### config.mk
export PLATFORM = sky130hd
export DESIGN_NAME = hash_validation_scheduler
export DESIGN_NICKNAME = d
export VERILOG_FILES = /design/src/rtl/hash_validation_scheduler.sv
export SDC_FILE = /design/constraint.sdc
export NUM_CORES = 1
export LEC_CHECK = 0
export ABC_AREA = 1
export CORE_AREA = 2 2 605 607
export DETAILED_ROUTE_END_ITERATION = 10
export DIE_AREA = 0 0 607 609
export PLACE_DENSITY_LB_ADDON = 0.25
export SLEW_MARGIN = 5
export SYNTH_ARGS = -nofsm -noshare
export SYNTH_HDL_FRONTEND = slang
export SYNTH_SLANG_ARGS = --single-unit
export TNS_END_PERCENT = 20
### constraint.sdc
create_clock -name clk -period 5.2 [get_ports clk]
set_input_delay 0.78 -clock clk [delete_from_list [all_inputs] [get_ports clk]]
set_output_delay 0.78 -clock clk [all_outputs]
set_load 0.03 [all_outputs]
### src/rtl/hash_validation_scheduler.sv
// hash_validation_scheduler
//   Shares one registered hash validator between NUM_CORES hash cores for a
//   mining job. Latches the job difficulty, grants cores round-robin, carries
//   each granted nonce/core alongside the validator pipeline, and reports the
//   first winning nonce and core.
// Ports:
//   clk, rst            clock, asynchronous active-low reset
//   job_start/job_abort job control pulses (abort wins when both are high)
//   job_difficulty      compact difficulty, latched on job start
//   core_valid/hash/nonce, core_ready   per-core result handshake
//   val_hash/val_difficulty/val_success validator interface
//   busy, found, found_nonce, found_core, hashes_checked   job status
module hash_validation_scheduler #(
  parameter int NUM_CORES   = 4,
  parameter int VAL_LATENCY = 1,
  parameter int CORE_W      = 4
) (
  input  logic                     clk,
  input  logic                     rst,
  input  logic                     job_start,
  input  logic                     job_abort,
  input  logic [31:0]              job_difficulty,
  input  logic [NUM_CORES-1:0]     core_valid,
  input  logic [NUM_CORES*256-1:0] core_hash,
  input  logic [NUM_CORES*32-1:0]  core_nonce,
  output logic [NUM_CORES-1:0]     core_ready,
  output logic [255:0]             val_hash,
  output logic [31:0]              val_difficulty,
  input  logic                     val_success,
  output logic                     busy,
  output logic                     found,
  output logic [31:0]              found_nonce,
  output logic [CORE_W-1:0]        found_core,
  output logic [31:0]              hashes_checked
);

  localparam int IDX_W  = (NUM_CORES > 1) ? $clog2(NUM_CORES) : 1;
  localparam int DEPTH  = VAL_LATENCY + 1;
  localparam int TAG_W  = 1 + 32 + CORE_W;
  localparam int PIPE_W = DEPTH * TAG_W;

  typedef enum logic [1:0] {
    ST_IDLE  = 2'd0,
    ST_RUN   = 2'd1,
    ST_FOUND = 2'd2
  } state_t;

  typedef struct packed {
    logic              valid;
    logic [31:0]       nonce;
    logic [CORE_W-1:0] core;
  } tag_t;

  state_t            state_r, state_next_s;
  logic [IDX_W-1:0]  rr_ptr_r;
  logic [PIPE_W-1:0] tag_pipe_r;
  logic [PIPE_W-1:0] push_ext_s;
  tag_t              tag_out_s, push_tag_s;
  logic [255:0]      hash_arr_s  [NUM_CORES];
  logic [31:0]       nonce_arr_s [NUM_CORES];
  logic              win_s, grant_en_s, grant_found_s, hit_s, start_job_s;
  logic [IDX_W-1:0]  grant_idx_s, cand_s;

  for (genvar g = 0; g < NUM_CORES; g++) begin : g_unpack
    assign hash_arr_s[g]  = core_hash[256*g +: 256];
    assign nonce_arr_s[g] = core_nonce[32*g +: 32];
  end

  // Oldest tag sits in the top slot; it lines up with val_success for its hash.
  assign tag_out_s   = tag_pipe_r[PIPE_W-1 -: TAG_W];
  assign win_s       = tag_out_s.valid & val_success;
  // A start in RUN is ignored, and abort overrides start.
  assign start_job_s = job_start & ~job_abort & (state_r != ST_RUN);
  // No grant in the cycle that leaves RUN, so nothing is lost in a flushed pipe.
  assign grant_en_s  = (state_r == ST_RUN) & ~job_abort & ~win_s;

  // Round-robin search starting one past the last granted core.
  always_comb begin
    grant_found_s = 1'b0;
    grant_idx_s   = '0;
    cand_s        = '0;
    hit_s         = 1'b0;
    for (int k = 1; k <= NUM_CORES; k++) begin
      cand_s        = IDX_W'((int'(rr_ptr_r) + k) % NUM_CORES);
      hit_s         = ~grant_found_s & core_valid[cand_s];
      grant_idx_s   = hit_s ? cand_s : grant_idx_s;
      grant_found_s = grant_found_s | hit_s;
    end
    grant_found_s = grant_found_s & grant_en_s;
  end

  // One-hot grant and the tag that follows the granted hash.
  always_comb begin
    core_ready       = '0;
    push_tag_s.valid = grant_found_s;
    push_tag_s.nonce = nonce_arr_s[grant_idx_s];
    push_tag_s.core  = CORE_W'(grant_idx_s);
    push_ext_s       = '0;
    push_ext_s[TAG_W-1:0] = push_tag_s;
    if (grant_found_s) begin
      core_ready[grant_idx_s] = 1'b1;
    end else begin
      core_ready = '0;
    end
  end

  // Job sequencing: abort has priority over every other transition.
  always_comb begin
    state_next_s = state_r;
    case (state_r)
      ST_IDLE: begin
        if (job_abort)      state_next_s = ST_IDLE;
        else if (job_start) state_next_s = ST_RUN;
        else                state_next_s = ST_IDLE;
      end
      ST_RUN: begin
        if (job_abort)  state_next_s = ST_IDLE;
        else if (win_s) state_next_s = ST_FOUND;
        else            state_next_s = ST_RUN;
      end
      ST_FOUND: begin
        if (job_abort)      state_next_s = ST_IDLE;
        else if (job_start) state_next_s = ST_RUN;
        else                state_next_s = ST_FOUND;
      end
      default: state_next_s = ST_IDLE;
    endcase
  end

  // State register with registered status flags.
  always_ff @(posedge clk or negedge rst) begin
    if (!rst) begin
      state_r <= ST_IDLE;
      busy    <= 1'b0;
      found   <= 1'b0;
    end else begin
      state_r <= state_next_s;
      busy    <= (state_next_s == ST_RUN);
      found   <= (state_next_s == ST_FOUND);
    end
  end

  // Grant side: pointer and hash handed to the validator.
  always_ff @(posedge clk or negedge rst) begin
    if (!rst) begin
      rr_ptr_r <= IDX_W'(NUM_CORES - 1);
      val_hash <= 256'd0;
    end else if (grant_found_s) begin
      rr_ptr_r <= grant_idx_s;
      val_hash <= hash_arr_s[grant_idx_s];
    end
  end

  // Tag pipe: shifts only while staying in RUN; leaving RUN or starting a job
  // empties it so late successes of discarded tags are never seen.
  always_ff @(posedge clk or negedge rst) begin
    if (!rst) begin
      tag_pipe_r <= '0;
    end else if ((state_r == ST_RUN) && (state_next_s == ST_RUN)) begin
      tag_pipe_r <= (tag_pipe_r << TAG_W) | push_ext_s;
    end else begin
      tag_pipe_r <= '0;
    end
  end

  // Job results: difficulty latch, winner capture, saturating result count.
  always_ff @(posedge clk or negedge rst) begin
    if (!rst) begin
      val_difficulty <= 32'd0;
      found_nonce    <= 32'd0;
      found_core     <= '0;
      hashes_checked <= 32'd0;
    end else if (start_job_s) begin
      val_difficulty <= job_difficulty;
      found_nonce    <= 32'd0;
      found_core     <= '0;
      hashes_checked <= 32'd0;
    end else begin
      if ((state_r == ST_RUN) && tag_out_s.valid &&
          (hashes_checked != 32'hFFFF_FFFF)) begin
        hashes_checked <= hashes_checked + 32'd1;
      end
      if ((state_r == ST_RUN) && (state_next_s == ST_FOUND)) begin
        found_nonce <= tag_out_s.nonce;
        found_core  <= tag_out_s.core;
      end
    end
  end

endmodule

==> impl_metrics.json, run 1 <==
{
  "outcome": "finished, final reports clean",
  "fin_hold_ws_ns": 0.07239,
  "yosysWarnings": 0,
  "slew_viol_final": 0,
  "hold_buffers": 0,
  "slowest_delay_ns": 0.65,
  "path_cells": "inv_4 > nand2_2 > nand2_1 > nand2_1 > nand2_1 > nor2_4 > nand3_4 > nand2_8 > nor2_1 > inv_1 > nor2_1 > clkdlybuf4s50_1",
  "power_frac_comb_pct": 73.8,
  "rsz0062_at_grt": "false",
  "ys_ff_latch": 430,
  "antenna_found_initial": 93,
  "yosysSeqAreaShare_pct": 34.43,
  "io_pins": 1555,
  "hold_viol": 0,
  "drive_gt1_share_pct": 3.478,
  "switchingPower_uw": 24060,
  "worst_pin_slew_ns": 1.045,
  "maxSlewHeadroom_pct": 30.35,
  "p_sw_share_pct": 60.14,
  "core_area_um2": 363900,
  "start_util_pct": 8.591,
  "crit_arrival_ns": 3.47,
  "crit_family": "simple AND/OR/NAND/NOR gates",
  "synth_edf_count": 0,
  "setup_violations": 0,
  "routed_via_density": 3.324,
  "fin_worst_skew_ns": 0.06971,
  "wire_per_inst_um": 23.94,
  "power_leakage_uw": 0.02684,
  "cts_buffers": 73,
  "cap_violations": 0,
  "utilization_pct": 15.00,
  "avgSynthCellArea_um2": 5.959,
  "ys_types": 34,
  "clockPowerShare_pct": 13.0,
  "worstPathRequired_ns": 4.42,
  "overflow": 0,
  "cts_resized": 0,
  "htree_levels": 3,
  "clkTransAtPathRegs_ns": 0.06,
  "critPathLaunchType": "flip-flop",
  "period_share_pct": 81.78,
  "rows": 222,
  "hpwlAfterDp_mm": 229.0,
  "crit_fanout": 29,
  "sequentialPowerShare_pct": 13.2,
  "crit_slowest_cell": "dfstp_2",
  "crit_path_end_kind": "output port",
  "detail_route.first_pass.iterations": 8,
  "portBuffers": 1552,
  "grt_pass1_wl_mm": 361.5,
  "fmaxAchievable_mhz": 235.1,
  "ctsRootBufferMaster": "clkbuf_16",
  "track_usage_pct": 14.39,
  "chipWidth_um": 607,
  "synth_ff_type": "dfrtp_1",
  "p_int_uw": 15950,
  "power_uw": 40000,
  "die_y_um": 609,
  "setup-tns-final_ns": 0,
  "grt_pass1_vias": 38122,
  "worstPathBufferInverterCount": 3,
  "vdd_ir_drop_max_mv": 0.7696,
  "routabilityCongestion": 0.8832,
  "vias": 38261,
  "power_density_nw_per_um2": 732.9,
  "yosys.area.top_type": "dfrtp_1",
  "synth_area_um2": 31260,
  "cts_sinks": 430,
  "clockBufferDepth": 4,
  "synth_top_area_share_pct": 34.26,
  "syn2layout_area_growth_pct": 74.60,
  "ant_nets": 0,
  "crit_type": "reg -> out",
  "wl_mm": 275.6,
  "die-area_um2": 369700,
  "cpMostUsedCell": "nand2_1",
  "post_cts_buffers": 0,
  "synth_area_leaders": "dfrtp_1, nand2_1, nand3_1",
  "drc_errors": 0,
  "drt_iter0_markers": 2669,
  "nNetsFinal": 7815,
  "hold_class": "in -> async",
  "cts_tree": "yes",
  "clk_latency_ns": 0.77,
  "synthArstFlopShare_pct": 100.0,
  "grt_max_degree": 155,
  "period_needed_ns": 4.253,
  "syn_inst": 5246
}
==> registers in the layout (all words and copies together), names as in the netlist <==
| signal | flops |
|---|---|
| busy | 1 |
| found | 1 |
| found_core | 2 |
| found_nonce | 32 |
| hashes_checked | 32 |
| rr_ptr_r | 2 |
| state_r | 2 |
| tag_pipe_r | 70 |
| val_difficulty | 32 |
| val_hash | 256 |
==> placed cells by master, fill, tap and decap left out, drive strengths merged, types with 6 or more instances in the layout <==
master,netlist,routed
clkinvlp,0,6
nor2,78,78
inv,1172,1175
clkdlybuf4s50,0,1551
clkinv,1,14
o21ai,53,53
o31ai,7,7
nand2,1884,1884
clkbuf,45,97
nand4,11,11
bufinv,0,6
nor3,17,17
nand3,1150,1150
dfrtp,428,428
a21oi,46,46
diode,0,22
nand3b,32,32
xor2,7,7
buf,300,93
==> cell type report <==
class,instances,area (um^2)
Fill cell,42463,309300
Timing Repair Buffer,1644,16530
Multi-Input combinational cell,3299,14330
Sequential cell,430,10760
Tap cell,4816,6026
Inverter,1173,4414
Clock buffer,97,2108
Clock inverter,28,352.8
Antenna cell,22,55.05
==> cells in the mapped netlist, types with 3 or more instances <==
| master | n |
|---|---|
| buf_1 | 13 |
| nand2_1 | 1880 |
| buf_4 | 44 |
| clkbuf_1 | 45 |
| o31ai_1 | 7 |
| nor3_1 | 17 |
| nand2_2 | 4 |
| inv_2 | 3 |
| nor2_1 | 77 |
| dfrtp_1 | 428 |
| nand4_1 | 11 |
| buf_6 | 14 |
| o21ai_0 | 52 |
| nand3_1 | 1150 |
| buf_2 | 229 |
| inv_1 | 1168 |
| xor2_1 | 7 |
| a21oi_1 | 46 |
| nand3b_1 | 32 |
==> per-stage QoR <==
| step | worst slack (ns) | cells | area [um^2] |
|---|---|---|---|
| CTS | 0.7985 | 11487 | 54520 |
| floorplan | 1.987 | 5247 | 31260 |
| finish | 0.9472 | 11509 | 54580 |
| global route | 0.6768 | 11491 | 54530 |
| detailed placement | 1.090 | 11362 | 52060 |
| global placement | 1.042 | 11362 | 52060 |
==> layer usage <==
metal / up-vias / GRT usage [%] / wire (um)
li1: 18495 / - / -
met1: 18198 / 17.73 / 115300
met2: 1270 / 24.06 / 129100
met3: 260 / 5.500 / 27090
met4: 38 / 2.004 / 3816
met5: - / 0 / 253
==> worst paths after layout <==
check / start / to / slack [ns] / cells after the start
worst max-delay path: rr_ptr_r[0] / core_ready[3] / 0.95 / 12
worst min-delay path: rst / val_hash[160] / 0.07 / 1
worst max register to register: rr_ptr_r[0] / val_hash[245] / 1.55 / 15
worst min register to register: tag_pipe_r[26] / tag_pipe_r[63] / 0.45 / 2
max in group asynchronous: rst / val_hash[238] / 3.92 / 2
min in group clk: tag_pipe_r[26] / tag_pipe_r[63] / 0.45 / 2
==> power groups by stage <==
stage	clock network, uW	registers (uW)	logic (uW)
2_1_floorplan	0	6980	14800
3_3_place_gp	0	5370	30400
3_5_place_dp	0	5350	30200
4_1_cts	5470	5330	30300
5_1_grt	5570	5440	32400
6_report	5200	5290	29500
==> kinds of logic after synthesis <==
group	after synthesis	synth area share, %
adder cells (fa/ha/maj)	1	0.04002
XOR/XNOR	9	0.2522
other	1	0.01200
flip-flops	430	34.43
AO/OA/AOI/OAI	110	1.857
AND/OR/NAND/NOR	3177	43.39
buffers and inverters	1518	20.02
Note: power is estimated with default switching activity, not from simulation.
==> inputs of run 2 (changes only) <==
- clock period: 5.2 -> 4.2 ns (I/O delays scaled with it)
==> impl_metrics.json, run 2 (synthesized netlist as in run 1, its figures left out) <==
{
  "overflow": 0,
  "placed_area_um2": 52730,
  "rr_worst_depth": 15,
  "multi_input_area_um2": 14330,
  "worstPathRequired_ns": 3.57,
  "rsz0062_at_grt": "false",
  "hpwlAfterDp_mm": 233.1,
  "outcome": "finished, final reports clean",
  "slew_viol_final": 0,
  "worst_pin_slew_ns": 1.141,
  "cts_buffers": 70,
  "largestRegisters": "val_hash x256, tag_pipe_r x70",
  "holdPathStages": 3,
  "crit_type": "reg -> out",
  "layout_common_cells": "nand2_1, clkdlybuf4s50_1, inv_1, nand3_1, dfrtp_1",
  "critPathLaunchType": "flip-flop",
  "fmaxAchievable_mhz": 267.8,
  "crit_fanout": 48,
  "grt_pass1_wl_mm": 358.9,
  "utilization_pct": 15.11,
  "drive_gt1_share_pct": 4.062,
  "slowest_delay_ns": 0.65,
  "final_common_cell": "nand2_1",
  "fillers": 42400,
  "start_util_pct": 8.591,
  "crit_family": "simple AND/OR/NAND/NOR gates",
  "ant_nets": 0,
  "maxSlewHeadroom_pct": 23.96,
  "setup-tns-final_ns": 0,
  "cts_sinks": 430,
  "setup_violations": 0,
  "r2r_start": "rr_ptr_r[0]",
  "cts_tree": "yes",
  "clkTransAtPathRegs_ns": 0.06,
  "portBuffers": 1552,
  "min_from": "job_difficulty[23]",
  "post_cts_buffers": 0,
  "power_density_nw_per_um2": 931.8,
  "routabilityCongestion": 0.8737,
  "rows": 222,
  "worstReg2RegEnd": "val_hash[68]",
  "hold_viol": 0,
  "detail_route.first_pass.iterations": 7,
  "hold_class": "in -> reg",
  "syn2layout_area_growth_pct": 75.86,
  "area.sequential_um2": 10760,
  "drc_errors": 0,
  "crit_path_end_kind": "output port",
  "cap_violations": 0,
  "io_pins": 1555,
  "grt_max_degree": 149,
  "wire_per_inst_um": 23.81,
  "power_leakage_uw": 0.02708,
  "ctsRootBufferMaster": "clkbuf_16",
  "worstHoldEndpoint": "val_difficulty[23]",
  "vdd_ir_drop_max_mv": 0.5759,
  "antenna_found_initial": 92,
  "r2r_slack_ns": 1.00,
  "grt_pass1_vias": 37888,
  "chipWidth_um": 607,
  "worstPathBufferInverterCount": 3,
  "track_usage_pct": 14.33,
  "wl_mm": 275.1,
  "htree_levels": 3,
  "largest_reg_flops": 256,
  "drt_iter0_markers": 2472,
  "crit_slowest_cell": "dfstp_2",
  "top_register": "val_hash",
  "period_share_pct": 88.91,
  "crit_arrival_ns": 3.10,
  "path_cells": "inv_4 > nand2_1 > nand2_1 > nand2_1 > nand2_1 > nand2_1 > nand2_1 > nand2_1 > nand2_4 > buf_12 > nor3_1 > buf_4",
  "fin_worst_skew_ns": 0.05818,
  "die-area_um2": 369700,
  "clockBufferDepth": 4,
  "routed_via_density": 3.338,
  "clk_latency_ns": 0.75,
  "cpMostUsedCell": "nand2_1",
  "period_needed_ns": 3.734,
  "postLayoutCellArea_um2": 54970,
  "cts_resized": 0,
  "die_y_um": 609,
  "vias": 38571,
  "core_area_um2": 363900,
  "nNetsFinal": 7867
}
run 2: changes by cell type in the layout (fill, tap and decap cells not counted), sizes merged:
| cell | previous run | this run |
|---|---|---|
| diode | 22 | 19 |
| buf | 93 | 151 |
| inv | 1175 | 1176 |
| clkinv | 14 | 13 |
| clkinvlp | 6 | 5 |
| bufinv | 6 | 4 |
| clkbuf | 97 | 95 |
| dlygate4sd3 | 0 | 1 |
| clkdlybuf4s50 | 1551 | 1547 |
run 2: layer usage:
metal	GRT usage, %	up-vias	wire length, um
met5	0	-	230
met4	2.053	36	3808
met3	5.588	218	27860
met2	23.97	1302	129000
met1	17.57	18414	114200
li1	-	18601	-
run 2: worst max-delay path by stage:
stage | startpoint | endpoint | slack [ns] | cells after the start
floorplan | rr_ptr_r[0] | core_ready[0] | 1.23 | 14
global placement | core_valid[0] | val_hash[77] | 0.58 | 16
detailed placement | core_valid[2] | val_hash[77] | 0.62 | 16
CTS | rr_ptr_r[0] | core_ready[0] | 0.30 | 12
global route | rr_ptr_r[0] | core_ready[0] | 0.14 | 12
finish | rr_ptr_r[0] | core_ready[0] | 0.47 | 12
run 2: metrics by stage:
stage               total power (uW)  instances  worst slack, ns  hold slack (ns)
floorplan                      27010       5247            1.234           0.3344
global placement               46740      11416           0.5812           0.4519
detailed placement             46420      11416           0.6189           0.4587
CTS                            52670      11537           0.3033           0.3008
global route                   55470      11542           0.1427           0.3462
finish                         51220      11556           0.4659           0.4017
run 2: layout make-up:
class                   count  area share [%]
clock buffers              95           3.485
clock inverters            25          0.4871
flip-flops and latches    430           19.58
repair buffers           1699           31.31
inverters                1173           8.030
multi-input cells        3299           26.06
well taps                4816           10.96
diodes                     19         0.08649
run 2: worst min-delay path, stage by stage:
cell and delay [ns]:
clkdlybuf4s50_1 0.39, nand2_1 0.06, nand2_1 0.05
run 2: timing repair:
item                       in CTS  in global routing
hold buffers                    1                  0
setup endpoints to repair       0                  0
hold endpoints to repair       48                  0
run 2: where the power goes:
part           switching (uW)  total, uW  internal [uW]
logic                   27300      38800          11500
clock network            2420       5870           3450
registers                1010       6540           5530
